[src/rtl/bcd_press_counter.sv]
// Two-digit BCD press counter: three raw buttons are synchronised, debounced and
// edge-detected, then drive a 00-99 up/down/clear count with a wrap pulse.
module bcd_press_counter #(
    parameter int unsigned DEBOUNCE_LIMIT = 250000
) (
    input  logic       i_Clk,
    input  logic       i_Rst_L,
    input  logic       i_Switch_Up,
    input  logic       i_Switch_Down,
    input  logic       i_Switch_Clr,
    output logic [3:0] o_Ones,
    output logic [3:0] o_Tens,
    output logic       o_Wrap
);

    localparam int unsigned NB    = 3;
    localparam int unsigned CNT_W = (DEBOUNCE_LIMIT > 1) ? $clog2(DEBOUNCE_LIMIT) : 1;
    localparam logic [CNT_W-1:0] CNT_MAX = CNT_W'(DEBOUNCE_LIMIT - 1);

    logic [NB-1:0]    raw_c;
    logic [NB-1:0]    sync1_q, sync2_q;
    logic [NB-1:0]    state_q, state_d;
    logic [NB-1:0]    state_dly_q;
    logic [CNT_W-1:0] cnt_q [NB];
    logic [CNT_W-1:0] cnt_d [NB];
    logic [NB-1:0]    press_c;
    logic             up_c, dn_c, clr_c;
    logic [3:0]       ones_q, ones_d;
    logic [3:0]       tens_q, tens_d;
    logic             wrap_q, wrap_d;

    // Bit 0 = up, bit 1 = down, bit 2 = clear.
    assign raw_c = {i_Switch_Clr, i_Switch_Down, i_Switch_Up};

    // Debounce: the accepted level only follows after LIMIT consecutive differing samples.
    always_comb begin
        state_d = state_q;
        for (int unsigned i = 0; i < NB; i++) begin
            cnt_d[i] = '0;
            if (sync2_q[i] != state_q[i]) begin
                if (cnt_q[i] == CNT_MAX) begin
                    state_d[i] = sync2_q[i];
                end else begin
                    cnt_d[i] = cnt_q[i] + CNT_W'(1);
                end
            end
        end
    end

    assign press_c = state_q & ~state_dly_q;
    assign up_c    = press_c[0];
    assign dn_c    = press_c[1];
    assign clr_c   = press_c[2];

    // Count update: clear dominates, coincident up+down cancel.
    always_comb begin
        ones_d = ones_q;
        tens_d = tens_q;
        wrap_d = 1'b0;
        if (clr_c) begin
            ones_d = 4'd0;
            tens_d = 4'd0;
        end else if (up_c && !dn_c) begin
            if (ones_q < 4'd9) begin
                ones_d = ones_q + 4'd1;
            end else begin
                ones_d = 4'd0;
                if (tens_q < 4'd9) begin
                    tens_d = tens_q + 4'd1;
                end else begin
                    tens_d = 4'd0;
                    wrap_d = 1'b1;
                end
            end
        end else if (dn_c && !up_c) begin
            if (ones_q > 4'd0) begin
                ones_d = ones_q - 4'd1;
            end else begin
                ones_d = 4'd9;
                if (tens_q > 4'd0) begin
                    tens_d = tens_q - 4'd1;
                end else begin
                    tens_d = 4'd9;
                    wrap_d = 1'b1;
                end
            end
        end
    end

    always_ff @(posedge i_Clk or negedge i_Rst_L) begin
        if (!i_Rst_L) begin
            sync1_q     <= '0;
            sync2_q     <= '0;
            state_q     <= '0;
            state_dly_q <= '0;
            for (int unsigned i = 0; i < NB; i++) begin
                cnt_q[i] <= '0;
            end
            ones_q      <= 4'd0;
            tens_q      <= 4'd0;
            wrap_q      <= 1'b0;
        end else begin
            sync1_q     <= raw_c;
            sync2_q     <= sync1_q;
            state_q     <= state_d;
            state_dly_q <= state_q;
            for (int unsigned i = 0; i < NB; i++) begin
                cnt_q[i] <= cnt_d[i];
            end
            ones_q      <= ones_d;
            tens_q      <= tens_d;
            wrap_q      <= wrap_d;
        end
    end

    assign o_Ones = ones_q;
    assign o_Tens = tens_q;
    assign o_Wrap = wrap_q;

endmodule
[config.mk]
export PLATFORM = sky130hd
export DESIGN_NAME = bcd_press_counter
export DESIGN_NICKNAME = d
export VERILOG_FILES = /design/src/rtl/bcd_press_counter.sv
export SDC_FILE = /design/constraint.sdc
export NUM_CORES = 1
export LEC_CHECK = 0
export ABC_CLOCK_PERIOD_IN_PS = 2400
export BUFFER_PORTS_ARGS = -buffer_cell sky130_fd_sc_hd__buf_2
export CORE_MARGIN = 3
export CORE_UTILIZATION = 27
export CTS_CLUSTER_DIAMETER = 50
export DETAILED_ROUTE_END_ITERATION = 10
export PLACE_DENSITY = 0.45
export SYNTH_ARGS = -nofsm -noshare
export SYNTH_HDL_FRONTEND = slang
export SYNTH_SLANG_ARGS = --single-unit
[constraint.sdc]
create_clock -name i_Clk -period 2.4 [get_ports i_Clk]
set_clock_uncertainty 0.2 [all_clocks]
set_input_delay 0 -clock i_Clk [delete_from_list [all_inputs] [get_ports i_Clk]]
set_output_delay 0 -clock i_Clk [all_outputs]
set_load 0.01 [all_outputs]
==> results.md <==
* Outcome: finished, violations left
* Failing checks: hold timing
* Final Cycle Share at 91.2%
* First-pass GRT wire length at approximately 14000 um
* WL met1 at ~4100 um
* Max-slew violations at 0
* DR WL/cell at roughly 14 um
* Setup CP Type: flip-flop to flip-flop
* Post-DP HPWL at about 5500 um
* TritonCTS buffer count at 9
* Finished Layout Cells at between 600 and 700
* Diode count at 0
* Setup TNS at 0 ps
* Worst VDD drop at 302 uV
* H-tree depth at 3
* DRT iter0 DRCs at between 200 and 300
* Cell Pwr Density at around 610 nW/um2
* Most common cell in the netlist: dfrtp_1
* Number of synthesized flops with an enable pin at 0
* Syn_nets at approximately 400
* Final hold viol count at 1
* Synth Instances at just under 400
* Seq cells post-synth at 75
* CP Capture Type: flip-flop
* Residual DRC at 0
* Unrepaired setup endpoints after global routing: false
* Tot GR Track Use at 10.9%
* Post-CTS Hold Fix Bufs at 4
* Max_cap viols at 0
* DIE AREA at ~16000 um2
* I/O Buffers at 13
* Post-route minimum period at 2190 ps
* Mean post-synth cell area at about 10 um2
* Critical Path AT at around 2300 ps
* Initial antenna violation count at 0
* ANT nets after route at 0
* Post-synth cell types at between 50 and 60
* Row count at 43
* DP Area at 4250 um2
* Synth top area cells: dfrtp_1 (48%), nor2_1 (5.2%), xor2_1 (4.5%)
* Final GP Congestion at around 0.82
* CTS tree: built
* Synth cell count leaders: dfrtp_1 (75), nor2_1 (54), nand3_1 (29)
* Met2 WL at 3650 um
* Hold crit path type: primary input to asynchronous set/reset pin
* Initial Utilization at between 20 and 30%
* Routed wl met3 at 293 um
* Area Growth Syn to Fin at 18.1%
* Clk Latency, worst-skew pair at roughly 340 ps
* Simple-Gate Fraction of Synth Area at around a quarter
* Cell Area, Synth at 3900 um2
* Share of cells above drive strength 1 at 12.3%
* Max layer used: met4
* PostCTS Resize Cnt at 0
* Storage element area at about 1900 um2
* R2r startpoint: o_Ones[0]$_DFFE_PN0P_
* Vias per std cell at between 4 and 5
* Drt pass-1 iters at 4
* Total grt overflow at 0
* Number of global-route vias before repair at approximately 2900
* Final WL at slightly above 8000 um
* Die Width at ~130 um
* Post-synthesis sequential area ratio at a little under 50%
* Layout Nets at around 430
* Leakage at around 1.9 nW
* Slew Limit Headroom at 61.5%
* Critical Path Start Type: flip-flop
* Tightest Pin Transition at 577 ps
* # placed instances at about 600
* Io pins at 14
* PnR Total Power at 2.82 mW
* Total number of yosys warnings at 0
* # setup viols final at 0
* Largest family of logic cells by synthesized area: simple AND/OR/NAND/NOR gates
* Largest area contributor in the netlist: dfrtp_1
* Die Height at 126 um
* Post-synth ARST share at 100%
* Core area at approximately 14000 um2
* Vias at about 3000
* Final Cell Area at 4610 um2
* Fin util at 32.9%
* WHS at -1.76 ps
* Clock Path Buffers at 2
* Fmax at 457 MHz
* Area of the multi-input gates at slightly below 2000 um2
* Crit. Startpoint: o_Ones[0]$_DFFE_PN0P_
* Synth top area share at between 40% and 50%
* Area fraction in compound gates after synthesis at between 10% and 20%
* Clock Sinks at 75
* Clock Tree Root: clkbuf_16
* Post-Place Worst Slack at approximately 230 ps
* Worst-path clk slew at about 60 ps
* Xor/xnor share of the synthesized area at between 8 and 9%
* Synth Flop Type: dfrtp_1
* Adder-Cell Fraction of Synth Area at 2.89%
* Mux cell area share after synthesis at roughly 1.1%
* Crit Path Max Fanout at 9
* Post-CTS Setup Inserts at 0
* Setup ws final at 211 ps
* Largest net degree at the start of global routing at 42
* Req. time, crit path at between 2000 and 2500 ps
* Fillers at ~1500
## power by group
| group | leakage [nW] | internal [mW] | switching [mW] |
|---|---|---|---|
| clock | 0.143 | 0.912 | 0.526 |
| sequential | 1.03 | 1.28 | 0.0164 |
| combinational | 0.754 | 0.0313 | 0.0542 |
| total | 1.92 | 2.23 | 0.597 |
## layout by cell type, fill, tap and decap left out, types with 3 or more instances in the layout
master / instances
a211oi_1: 3
a21oi_1: 14
a221oi_1: 3
a32oi_1: 3
and3_1: 6
and4_1: 4
buf_2: 12
buf_4: 11
clkbuf_1: 3
clkbuf_16: 9
dfrtp_1: 75
dlygate4sd3_1: 4
ha_1: 9
inv_1: 17
mux2_2: 3
nand2_1: 18
nand2b_1: 6
nand3_1: 29
nand3b_1: 3
nand4_1: 10
nor2_1: 54
nor2b_1: 4
nor3_1: 7
nor4_1: 12
o21ai_0: 10
o22ai_1: 3
o31ai_1: 5
o41ai_4: 3
or3_1: 4
or4_1: 5
xnor2_1: 19
xor2_1: 20
## final cells by class
class                           instances  area share, %
Clock buffer                           12           5.13
Tap cell                              180           4.89
Timing Repair Buffer                   28           4.40
Multi-Input combinational cell        287           41.8
Inverter                               17           1.39
Sequential cell                        75           40.7
Clock inverter                          4           1.63
## critical path, cell delays in order (launching register included)
cell and delay [ps]:
dfrtp_1 470, inv_1 120, ha_1 190, nand2b_1 110
a2111oi_4 610, a21o_1 230, mux2i_1 190
## path summary, 6_finish.rpt
path                            slack [ps]                     to  cells after the start
worst max-delay path                   210  o_Tens[1]$_DFFE_PN0P_                      6
worst min-delay path                    -2  o_Tens[3]$_DFFE_PN0P_                      2
worst max register to register         210  o_Tens[1]$_DFFE_PN0P_                      6
max in group asynchronous             1400    cnt_q[38]$_DFF_PN0_                      3
worst min register to register         150   sync2_q[1]$_DFF_PN0_                      0
min in group i_Clk                     100   sync1_q[0]$_DFF_PN0_                      2
## flip-flops by register name, indices dropped and copies added, names as in the netlist
signal / flops
state_q: 3
state_dly_q: 3
cnt_q: 54
o_Tens: 4
sync2_q: 3
o_Wrap: 1
o_Ones: 4
sync1_q: 3
## cell families (layout without fill, tap and decap cells)
group | Yosys count | count (layout)
flops | 75 | 75
buf+inv | 25 | 61
simple gates | 174 | 174
fa+ha+maj | 9 | 9
xor+xnor | 39 | 39
compound gates | 61 | 61
mux | 4 | 4
## metal layers
layer / vias up / GRT usage [%]
li1: 1467 / -
met1: 1485 / 14.7
met2: 39 / 16.6
met3: 6 / 3.65
met4: 0 / 3.34
met5: - / 0
Power figures use the tool's default switching activity.
